**src/rtl/spi_bus_bridge_if.sv**
```systemverilog
// Memory-bus handshake between the SPI bridge (master) and the SoC bus (slave).
interface spi_bus_bridge_if;
  logic        bus_req;
  logic        bus_we;
  logic [3:0]  bus_be;
  logic [31:0] bus_addr;
  logic [31:0] bus_wdata;
  logic        bus_gnt;
  logic        bus_rvalid;
  logic [31:0] bus_rdata;
  logic        bus_err;

  modport master (
    output bus_req, bus_we, bus_be, bus_addr, bus_wdata,
    input  bus_gnt, bus_rvalid, bus_rdata, bus_err
  );

  modport slave (
    input  bus_req, bus_we, bus_be, bus_addr, bus_wdata,
    output bus_gnt, bus_rvalid, bus_rdata, bus_err
  );
endinterface

```
**src/rtl/spi_bus_bridge.sv**
```systemverilog
// Turns each new SPI command frame into one 32-bit bus access in the CLK domain
// and returns read data or error status on REG_DOUT for the next read-out frame.
module spi_bus_bridge #(
  parameter logic [31:0] BASE_ADDR      = 32'h0000_0000,
  parameter int          TIMEOUT_CYCLES = 255,
  parameter logic [31:0] ERR_DATA       = 32'hDEAD_BEEF
) (
  input  logic                     CLK,
  input  logic                     reset,
  input  logic                     SS,
  input  logic [31:0]              REG_ADDR,
  input  logic [31:0]              REG_DIN,
  output logic [31:0]              REG_DOUT,
  spi_bus_bridge_if.master         bus,
  output logic                     busy,
  output logic [7:0]               status
);

  typedef enum logic [2:0] {IDLE, CAPTURE, REQ, WAIT_RSP, DONE} state_t;

  localparam logic [7:0] TMO_LAST = 8'(TIMEOUT_CYCLES - 1);

  state_t      state;
  logic        ss_s1, ss_s2, ss_s2_d;
  logic        ss_rise;
  logic        pending;
  logic [31:0] cmd_addr;
  logic [31:0] cmd_data;
  logic [5:0]  last_tag;
  logic [7:0]  tmo_cnt;
  logic        tmo_hit;
  logic        err_f, tmo_f;
  logic [31:0] rsp_dout;

  wire        cmd_we    = cmd_addr[31];
  wire        cmd_valid = cmd_addr[30];
  wire [5:0]  cmd_tag   = cmd_addr[29:24];

  assign bus.bus_be = 4'hF;
  assign ss_rise    = ss_s2 & ~ss_s2_d;
  assign tmo_hit    = (tmo_cnt == TMO_LAST);

  // NOTE: every variable assigned in always_comb gets a value on every path, or a latch is inferred.
  always_comb begin
    rsp_dout = REG_DOUT;
    if (bus.bus_err)     rsp_dout = ERR_DATA;
    else if (!bus.bus_we) rsp_dout = bus.bus_rdata;
  end

  // NOTE: synchronizer flops reset to 1 (SS idle level) so reset release cannot fake an SS rise.
  always_ff @(posedge CLK or negedge reset) begin
    if (!reset) begin
      ss_s1   <= 1'b1;
      ss_s2   <= 1'b1;
      ss_s2_d <= 1'b1;
    end else begin
      ss_s1   <= SS;
      ss_s2   <= ss_s1;
      ss_s2_d <= ss_s2;
    end
  end

  // NOTE: non-blocking assignments throughout, so every flop samples pre-edge values.
  always_ff @(posedge CLK or negedge reset) begin
    if (!reset) begin
      state         <= IDLE;
      pending       <= 1'b0;
      cmd_addr      <= '0;
      cmd_data      <= '0;
      last_tag      <= 6'h3F;
      tmo_cnt       <= '0;
      err_f         <= 1'b0;
      tmo_f         <= 1'b0;
      REG_DOUT      <= '0;
      status        <= '0;
      busy          <= 1'b0;
      bus.bus_req   <= 1'b0;
      bus.bus_we    <= 1'b0;
      bus.bus_addr  <= '0;
      bus.bus_wdata <= '0;
    end else begin
      case (state)
        IDLE: begin
          if (pending) begin
            cmd_addr <= REG_ADDR;
            cmd_data <= REG_DIN;
            pending  <= 1'b0;
            busy     <= 1'b1;
            state    <= CAPTURE;
          end
        end
        CAPTURE: begin
          if (cmd_valid && (cmd_tag != last_tag)) begin
            bus.bus_addr  <= BASE_ADDR | {6'b0, cmd_addr[23:0], 2'b00};
            bus.bus_we    <= cmd_we;
            bus.bus_wdata <= cmd_we ? cmd_data : 32'h0;
            bus.bus_req   <= 1'b1;
            tmo_cnt       <= '0;
            err_f         <= 1'b0;
            tmo_f         <= 1'b0;
            state         <= REQ;
          end else begin
            busy  <= 1'b0;
            state <= IDLE;
          end
        end
        REQ: begin
          tmo_cnt <= tmo_cnt + 8'd1;
          if (bus.bus_gnt && bus.bus_rvalid) begin
            bus.bus_req <= 1'b0;
            REG_DOUT    <= rsp_dout;
            err_f       <= bus.bus_err;
            state       <= DONE;
          end else if (tmo_hit) begin
            bus.bus_req <= 1'b0;
            REG_DOUT    <= ERR_DATA;
            tmo_f       <= 1'b1;
            state       <= DONE;
          end else if (bus.bus_gnt) begin
            bus.bus_req <= 1'b0;
            state       <= WAIT_RSP;
          end
        end
        WAIT_RSP: begin
          tmo_cnt <= tmo_cnt + 8'd1;
          // A response in the timeout cycle still counts as a normal completion.
          if (bus.bus_rvalid) begin
            REG_DOUT <= rsp_dout;
            err_f    <= bus.bus_err;
            state    <= DONE;
          end else if (tmo_hit) begin
            REG_DOUT <= ERR_DATA;
            tmo_f    <= 1'b1;
            state    <= DONE;
          end
        end
        DONE: begin
          last_tag <= cmd_tag;
          status   <= {err_f, tmo_f, cmd_tag};
          busy     <= 1'b0;
          state    <= IDLE;
        end
        default: begin
          busy  <= 1'b0;
          state <= IDLE;
        end
      endcase

      // Placed last so a new SS rise beats the clear on IDLE->CAPTURE.
      if (ss_rise) pending <= 1'b1;
    end
  end

endmodule

```
**src/flat_wrapper.sv**
```systemverilog
// flat-port wrapper written by rule: the top's interface ports become plain ports
module spi_bus_bridge_flat 
#(
  parameter logic [31:0] BASE_ADDR      = 32'h0000_0000,
  parameter int          TIMEOUT_CYCLES = 255,
  parameter logic [31:0] ERR_DATA       = 32'hDEAD_BEEF
)
  (CLK, reset, SS, REG_ADDR, REG_DIN, REG_DOUT, busy, status, bus_bus_req, bus_bus_we, bus_bus_be, bus_bus_addr, bus_bus_wdata, bus_bus_gnt, bus_bus_rvalid, bus_bus_rdata, bus_bus_err);
  spi_bus_bridge_if bus_i ();
  input  logic CLK;
  input  logic reset;
  input  logic SS;
  input  logic [31:0] REG_ADDR;
  input  logic [31:0] REG_DIN;
  output logic [31:0] REG_DOUT;
  output logic busy;
  output logic [7:0] status;
  output wire logic [$bits(bus_i.bus_req)-1:0] bus_bus_req;
  output wire logic [$bits(bus_i.bus_we)-1:0] bus_bus_we;
  output wire logic [$bits(bus_i.bus_be)-1:0] bus_bus_be;
  output wire logic [$bits(bus_i.bus_addr)-1:0] bus_bus_addr;
  output wire logic [$bits(bus_i.bus_wdata)-1:0] bus_bus_wdata;
  input wire logic [$bits(bus_i.bus_gnt)-1:0] bus_bus_gnt;
  input wire logic [$bits(bus_i.bus_rvalid)-1:0] bus_bus_rvalid;
  input wire logic [$bits(bus_i.bus_rdata)-1:0] bus_bus_rdata;
  input wire logic [$bits(bus_i.bus_err)-1:0] bus_bus_err;
  assign bus_bus_req = bus_i.bus_req;
  assign bus_bus_we = bus_i.bus_we;
  assign bus_bus_be = bus_i.bus_be;
  assign bus_bus_addr = bus_i.bus_addr;
  assign bus_bus_wdata = bus_i.bus_wdata;
  assign bus_i.bus_gnt = bus_bus_gnt;
  assign bus_i.bus_rvalid = bus_bus_rvalid;
  assign bus_i.bus_rdata = bus_bus_rdata;
  assign bus_i.bus_err = bus_bus_err;
  spi_bus_bridge #(.BASE_ADDR(BASE_ADDR), .TIMEOUT_CYCLES(TIMEOUT_CYCLES), .ERR_DATA(ERR_DATA)) u_core (.CLK(CLK), .reset(reset), .SS(SS), .REG_ADDR(REG_ADDR), .REG_DIN(REG_DIN), .REG_DOUT(REG_DOUT), .bus(bus_i), .busy(busy), .status(status));
endmodule
```
**config.mk**
```make
export PLATFORM = sky130hd
export DESIGN_NAME = spi_bus_bridge_flat
export DESIGN_NICKNAME = d
export VERILOG_FILES = /design/src/rtl/spi_bus_bridge_if.sv /design/src/rtl/spi_bus_bridge.sv /design/src/flat_wrapper.sv
export SDC_FILE = /design/constraint.sdc
export NUM_CORES = 1
export LEC_CHECK = 0
export CORE_ASPECT_RATIO = 0.6
export CORE_UTILIZATION = 50
export DETAILED_ROUTE_END_ITERATION = 10
export PLACE_DENSITY_LB_ADDON = 0.25
export SLEW_MARGIN = 25
export SYNTH_ARGS = -nofsm -noshare
export SYNTH_HDL_FRONTEND = slang
export SYNTH_SLANG_ARGS = --single-unit
```
**constraint.sdc**
```tcl
create_clock -name CLK -period 4.1 [get_ports CLK]
set_clock_uncertainty 0.05 [all_clocks]
set_input_delay 1.23 -clock CLK [delete_from_list [all_inputs] [get_ports CLK]]
set_output_delay 1.23 -clock CLK [all_outputs]
set_load 0.01 [all_outputs]
```
======== Yosys cells after proc, flatten, opt, wreduce, memory -nomap -nowiden ========
Cells that the tools add are included.
storage, ports and cells
  register bits after elaboration ......... 186
  bits of input ports ..................... 102
  word-level logic and storage cells ...... 89
  output and inout port bits .............. 111
operators by class
  equal/unequal tests ..................... 15
  bitwise gates (word level) .............. 3
  muxes and demuxes ....................... 35
  reduce and logical (&&, ||, !) cells .... 17
  add/subtract/negate cells ............... 1
operator list
  cell                                                             number
  32-bit 2-to-1 mux                                                6
  32-bit case mux with 2 select lines                              1
  3-bit 2-to-1 mux                                                 6
  8-bit case mux with 2 select lines                               1
  1-bit 2-to-1 mux                                                 14
  3-bit case mux with 4 select lines                               1
  1-bit case mux with 3 select lines                               3
  3-bit AND reduction                                              3
  8-bit by 1-bit adder with 8-bit output, second input constant    1
  8-bit == test, second input constant                             1
  8-bit 2-to-1 mux                                                 1
  2-bit != test, second input constant                             4
  4-bit AND reduction                                              2
  2-bit nonzero test                                               4
  3-bit by 2-bit == test with 1-bit output, second input constant  2
  2-bit by 1-bit != test with 1-bit output, second input constant  3
  6-bit != test                                                    1
  2-bit AND reduction                                              3
  4-bit by 2-bit != test with 1-bit output, second input constant  1
  3-bit by 1-bit == test with 1-bit output, second input constant  1
  3-bit == test, second input constant                             1
  3-bit logical NOT                                                1
  3-bit by 2-bit != test with 1-bit output, second input constant  1
  3-bit nonzero test                                               1
  6 further kinds                                                  8

======== Logic depth before layout (Yosys ltp) ========
Gate-level depths: netlist (run 1).
  depth in word-level cells ............... 4
  mapped depth ............................ 7
  mapped depth without buffers ............ 6

======== Worst setup path after synthesis (run 1) ========
Ideal clock, no wire load.
  path kind ............................... input port to flip-flop
  start point ............................. input port bus_bus_rvalid
  end point ............................... register u_core.REG_DOUT[2]
  path buffers ............................ 2
  arrival ................................. 2.196 ns
  slack ................................... 1.733 ns
  setup time .............................. 0.121 ns
  cell stages on the path ................. 5
  data required time ...................... 3.929 ns
  cells stage by stage .................... o21ai_1 -> or3_1 -> clkbuf_1 -> buf_2 -> a22o_1
on the way
  cells in the longest elaborated chain, start to end .. 3
  elaborated cells between the ends (all ways) .. 4
  those cells by class .................... mux (3); reduce/logical (1)
ends and longest elaborated chain
  item                                     line                   text
  start: declaration                       flat_wrapper.sv:24     input wire logic [$bits(bus_i.bus_rvalid)-1:0] bus_bus_rvalid;
  1-bit logical AND                        spi_bus_bridge.sv:109  if (bus.bus_gnt && bus.bus_rvalid) begin
  32-bit 2-to-1 mux                        spi_bus_bridge.sv:109
  32-bit case mux with 2 select lines (*)  spi_bus_bridge.sv:82   case (state)
  end signal: assignment                   spi_bus_bridge.sv:111  REG_DOUT <= rsp_dout;
  end signal: assignment                   spi_bus_bridge.sv:128  REG_DOUT <= rsp_dout;
  end: declaration                         spi_bus_bridge.sv:13   output logic [31:0] REG_DOUT,
Every way passes the cells marked *; elsewhere a longest branch is shown, timed or not.
A chain may end at the register's enable or synchronous reset.

======== Final worst setup path (run 1) ========
  start point ............................. input port bus_bus_rvalid
  end point ............................... register u_core.REG_DOUT[8]
The elaborated chain is that of the path after synthesis.

==> summary.md, run 1 <==
| Metric | Value |
|---|---|
| Register area share after synthesis | 0.612 |
| IO buf count | 200 |
| Vias in the first global route | 5555 |
| Clock Path Buffers | 2 |
| Total Nets Final | 861 |
| Slew headroom | 0.405 |
| Synthesized area per cell | 13.4 um2 |
| Slew Limit Fails | 0 |
| Post-Route Utilization | 0.709 |
| Initial DRC count | 339 |
| Wire length per cell | 18.2 um |
| Drt pass-1 iters | 4 |
| Hold-fix buffers, CTS | 0 |
| Largest fanout on the critical path | 25 |
| Setup TNS | 0 ns |
| Kind of critical path | input pin to flop |
| Design area | 10400 um2 |
| Clock slew at reported path FFs | 0.07 ns |
| Measured slew at the worst slew-check pin | 0.890 ns |
| Clock root buffer | clkbuf_16 |
| HP Start | u_core.ss_s2 |
| Post-CTS Setup Bufs | 0 |
| Final Hold Viols | 0 |
| H-tree depth | 4 |
| Worst EP required | 4.40 ns |
| Synth top area share | 0.581 |
| Via density | 5.42 |
| Die Y | 97.7 um |
| Antenna diodes | 0 |
| DRC | 0 |
| Hold Crit Endpoint | u_core.ss_s2_d |
| Top cell type by total area after synthesis | dfrtp_1 |
| Synth warn | 0 |
| Die Span X | 161 um |
| Synth Instances | 571 |
| Final wirelength | 17.6 mm |
| Post-CTS Resized | 0 |
| CP startpoint kind | input pin |
| Top cells by count, synth | 177 x dfrtp_1, 99 x mux2_2, 35 x nand3_1, 33 x o2bb2ai_1 |
| First-pass GRT wire length | 29.1 mm |
| Placement Rows | 34 |
| Setup ws final | 1.27 ns |
| MaxCap Viol Count | 0 |
| Worst IR drop on VDD | 383 uV |
| Sink Count | 186 |
| Post-synth EDFFs | 0 |
| Worst slack at placement | 0.883 ns |
| Register area | 4670 um2 |
| Worst hold path stage count | 0 |
| Layout cells sized above 1 | 0.206 |
| Crit path capture type | flop |
| Final Wtd Congestion | 0.833 |
| FMAX | 0.353 GHz |
| Initial core utilization | 0.520 |
| Synth Flop Type | dfrtp_1 |
| CTS buffer count | 17 |
| Largest net degree at the start of global routing | 101 |
| Seq cells post-synth | 186 |
| CTS tree | yes |
| Distinct cell type count after synthesis | 47 |
| Reg2reg path depth | 4 |
| Top cells by area, synth | dfrtp_1 58%, mux2_2 15%, o2bb2ai_1 3.8% |
| Multi-input combinational cell area | 2590 um2 |
| Fin crit period | 2.83 ns |
| Crit share post-route | 0.691 |
| Final Setup Violations | 0 |
| Placeable core area | 14700 um2 |
| DP Area | 9720 um2 |
| Leak pwr | 4.41 nW |
| Power Total | 0.00832 W |
| Status | finished, final reports clean |
| Filler cell count in the final layout | 1007 |
| Overall die area | 15800 um2 |
| Mapped Area | 7630 um2 |
| Gr ovfl total | 0 |
| Pwr Density | 800 nW/um2 |
| Arr. time, crit path | 3.13 ns |
| Post-detail-place hpwl | 12.1 mm |
| RSZ-0062 raised after global routing | no |
| Worst R2R Start | u_core.state[1] |
| R2R setup slack | 1.58 ns |
| Final antenna-violating net count | 0 |
| Share of async-settable or async-resettable flops after synthesis | 1.00 |
| Clk_lat worst skew | 0.42 ns |
| Worst min path class | flop to flop |
| Synth-to-Final Area Change | 36.5% |
| Leading cell type by number of instances after synthesis | dfrtp_1 |
| Via count | 5232 |
| Initial antenna violation count | 0 |
| Top-Level Pins | 213 |
| Total track usage | 0.236 |
| Reg2reg end | u_core.bus.bus_addr[15] |
## power by group
part           internal [W]  switching [W]
Clock               0.00115       0.000708
Sequential          0.00272       0.000597
Combinational       0.00186        0.00129
Total               0.00573        0.00259
## worst max-delay path: stages
cell	delay [ns]
clkdlybuf4s50_1	0.51
nor2b_1	0.21
o21a_1	0.60
and3_1	0.41
a22o_1	0.18
## flip-flops by register name, summed over array words and instances, names as in the netlist, 3 cells and up
signal / cells
u_core.REG_DOUT: 32
u_core.bus.bus_addr: 24
u_core.bus.bus_wdata: 32
u_core.cmd_addr: 32
u_core.cmd_data: 32
u_core.last_tag: 6
u_core.state: 3
u_core.status: 8
u_core.tmo_cnt: 8
## final cells by class
| class | count | area share |
|---|---|---|
| multi-input combinational | 313 | 0.249 |
| sequential | 186 | 0.448 |
| clock buffer | 17 | 0.0409 |
| tap | 198 | 0.0238 |
| timing repair buffer | 209 | 0.204 |
| inverter | 30 | 0.0108 |
| clock inverter | 12 | 0.0226 |
## cells by family after synthesis
| logic type | synth area share |
|---|---|
| compound gates | 0.113 |
| xor+xnor | 0.0115 |
| fa+ha+maj | 0.00328 |
| buf+inv | 0.0543 |
| flops | 0.612 |
| mux | 0.154 |
| other cells | 0.000985 |
| simple gates | 0.0513 |
## routing by layer
layer  wire [um]  up-vias  part of all wire  GRT usage
met3        1290       23             0.073     0.0704
met4         218        0             0.012     0.0733
met1        7770     2666              0.44      0.320
met2        8320      165              0.47      0.364
met5           0        -                 0          0
li1            -     2378                 -          -
## layout by cell type (no fill, tap or decap), types with 12 or more instances in the layout
cell	Yosys	routed
clkdlybuf4s50_1	0	199
dfrtp_1	177	176
mux2_2	99	99
nand3_1	35	35
o2bb2ai_1	33	33
inv_1	30	30
a22o_1	30	30
o21ai_0	28	28
clkbuf_16	0	17
conb_1	2	12
## per-stage QoR
stage	hold WS (ns)	cells
2_1_floorplan	0.295	581
3_3_place_gp	0.297	935
3_5_place_dp	0.300	935
4_1_cts	0.307	964
5_1_grt	0.312	965
6_report	0.306	965
## worst max-delay path by stage
stage,to,startpoint,slack [ns]
floorplan,u_core.REG_DOUT[2],bus_bus_rvalid,1.73
global placement,u_core.REG_DOUT[29],bus_bus_gnt,1.01
detailed placement,u_core.REG_DOUT[17],bus_bus_rvalid,0.88
CTS,u_core.REG_DOUT[4],bus_bus_rvalid,1.31
global route,u_core.REG_DOUT[17],bus_bus_rvalid,1.12
finish,u_core.REG_DOUT[8],bus_bus_rvalid,1.27
(Power assumes the default switching activity.)
==> inputs of run 2 (changes only) <==
Settings changed: CORE_UTILIZATION 50 to 43.
Clock period 4.1 ns to 2.5 ns, I/O delays scaled along.
==> summary.md, run 2 (same netlist as run 1, synthesis figures left out) <==
| Metric | Value |
|---|---|
| Status | finished, final reports clean |
| Pwr Density | 1270 nW/um2 (+59%) |
| Sink Count | 186 (unchanged) |
| Gr ovfl total | 0 (unchanged) |
| Final Wtd Congestion | 0.850 (+2.0%) |
| Clock slew at reported path FFs | 0.08 ns (about the same) |
| Worst min path class | input pin to asynchronous set/reset pin |
| CP startpoint kind | flop |
| Post-CTS Setup Bufs | 0 (unchanged) |
| Fin crit period | 2.23 ns |
| Most common cell after layout, fill and taps aside | clkdlybuf4s50_1 |
| Net Sw Frac | 0.325 (+0.0137) |
| Slew headroom | 0.403 (-0.00255) |
| Largest net degree at the start of global routing | 65 (-36%) |
| Max stage delay on crit path | 0.72 ns (+0.12 ns) |
| Setup TNS | 0 ns (unchanged) |
| Filler cell count in the final layout | 1340 (+33%) |
| Slew Limit Fails | 0 (unchanged) |
| Largest delay contributor family on the critical path | compound AO/OA/AOI/OAI gates |
| Overall die area | 18300 um2 (+16%) |
| Crit path capture type | flop |
| CTS buffer count | 17 (unchanged) |
| Most frequent cells in the layout | 199 x clkdlybuf4s50_1, 177 x dfrtp_1, 99 x mux2_2 |
| Measured slew at the worst slew-check pin | 0.894 ns (+0.00381 ns) |
| Part of the power in combinational logic | 0.402 (+0.024) |
| Final Hold Viols | 0 (unchanged) |
| Clock network power share | 0.198 (-0.025) |
| Initial DRC count | 276 (-19%) |
| Top-Level Pins | 213 (unchanged) |
| Antenna diodes | 0 (unchanged) |
| Clock Path Buffers | 2 (unchanged) |
| Via count | 5281 (+0.94%) |
| Final wirelength | 18.0 mm (+2.4%) |
| Final antenna-violating net count | 0 (unchanged) |
| Leak pwr | 4.45 nW (+1.0%) |
| H-tree depth | 4 (unchanged) |
| CP max-delay cell | a21boi_4 |
| Vias in the first global route | 5595 (+0.72%) |
| Drt pass-1 iters | 4 (unchanged) |
| Switching pwr | 0.00433 W (+67%) |
| Post-CTS Resized | 0 (unchanged) |
| Hold-fix buffers, CTS | 0 (unchanged) |
| Register share of total power | 0.400 (about the same) |
| IO buf count | 200 (unchanged) |
| Worst EP required | 2.75 ns (-1.65 ns) |
| Layout cells sized above 1 | 0.220 (+0.0137) |
| Worst R2R Start | u_core.last_tag[0] |
| Total Nets Final | 874 (+1.5%) |
| Final hold slack | 0.194 ns (-0.112 ns) |
| First-pass GRT wire length | 29.6 mm (+1.7%) |
| Kind of critical path | flop to flop |
| Cell-internal power | 0.00901 W (+57%) |
| CTS tree | yes |
| Clock root buffer | clkbuf_16 |
| Wire length per cell | 17.7 um (-2.9%) |
| Initial core utilization | 0.443 (-0.0768) |
| R2R setup slack | 0.27 ns (-1.31 ns) |
| Crit share post-route | 0.891 |
| Setup ws final | 0.272 ns (-0.997 ns) |
| Critical-path cell list | xor2_1 -> nor4_4 -> a21boi_4 -> mux2_2 |
| Worst IR drop on VDD | 648 uV (+69%) |
| Post-detail-place hpwl | 12.3 mm (+1.7%) |
| Die Y | 105 um (+7.7%) |
| DRC | 0 (unchanged) |
| RSZ-0062 raised after global routing | no |
| Clk_lat worst skew | 0.42 ns (about the same) |
| Placement Rows | 37 (+8.8%) |
| Initial antenna violation count | 0 (unchanged) |
| Final Setup Violations | 0 (unchanged) |
| Total track usage | 0.204 (-0.0312) |
| CP bufs+invs | 0 (-1) |
| Arr. time, crit path | 2.48 ns (-0.65 ns) |
| MaxCap Viol Count | 0 (unchanged) |
| Largest fanout on the critical path | 26 (+4.0%) |
| Worst slack at placement | 0.000305 ns (-0.882 ns) |
| Synth-to-Final Area Change | 37.7% |
| Placeable core area | 17200 um2 (+17%) |
| FMAX | 0.449 GHz |
| Via density | 5.19 (-4.2%) |
| Die Span X | 174 um (+7.7%) |
| Reg2reg end | u_core.bus.bus_addr[25] |
| Reg2reg path depth | 4 (unchanged) |
## run 2: how the worst max path moves through the flow
stage | start | end | slack [ns] | cells after the start
after floorplan | bus_bus_rvalid | u_core.REG_DOUT[2] | 0.61 | 5
after global placement | bus_bus_gnt | u_core.REG_DOUT[27] | 0.11 | 5
after detailed placement | bus_bus_gnt | u_core.REG_DOUT[22] | 0.0003 | 5
after CTS | u_core.last_tag[0] | u_core.bus.bus_addr[25] | 0.24 | 4
after global routing | u_core.last_tag[0] | u_core.bus.bus_addr[11] | 0.13 | 4
final | u_core.last_tag[0] | u_core.bus.bus_addr[25] | 0.27 | 4
## run 2: power groups by stage
stage / Clock, W / Sequential, W / Combinational (W)
4_1_cts: 0.00270 / 0.00534 / 0.00543
5_1_grt: 0.00283 / 0.00551 / 0.00577
2_1_floorplan: 0 / 0.00553 / 0.00269
6_report: 0.00264 / 0.00534 / 0.00536
3_5_place_dp: 0 / 0.00537 / 0.00541
3_3_place_gp: 0 / 0.00529 / 0.00524
## run 2: layout make-up
type / count / area, um2 / area share
Sequential cell: 186 / 4670 / 0.444
Multi-Input combinational cell: 313 / 2590 / 0.247
Timing Repair Buffer: 222 / 2260 / 0.215
Clock buffer: 20 / 467 / 0.0444
Tap cell: 234 / 293 / 0.0279
Clock inverter: 12 / 118 / 0.0112
Inverter: 30 / 113 / 0.0107
## run 2: metal layers
layer | vias up | track usage | wire (um)
li1 | 2418 | - | -
met1 | 2678 | 0.286 | 8420
met2 | 175 | 0.313 | 8350
met3 | 10 | 0.0579 | 1140
met4 | 0 | 0.0520 | 97
met5 | - | 0 | 0
## run 2: stage by stage
stage | instance area, um2 | util | std cells | power [W]
2_1_floorplan | 7660 | - | 581 | 0.00822
3_3_place_gp | 9920 | 0.576 | 985 | 0.0105
3_5_place_dp | 9920 | 0.576 | 985 | 0.0108
4_1_cts | 10500 | 0.610 | 1017 | 0.0135
5_1_grt | 10500 | 0.610 | 1017 | 0.0141
6_report | 10500 | 0.610 | 1017 | 0.0133
==> inputs of run 3 (changes only) <==
Settings changed: HOLD_SLACK_MARGIN from default to 0.1.
==> results of run 3 <==
No change in the layout: final DEF, timing and power equal those of run 2.
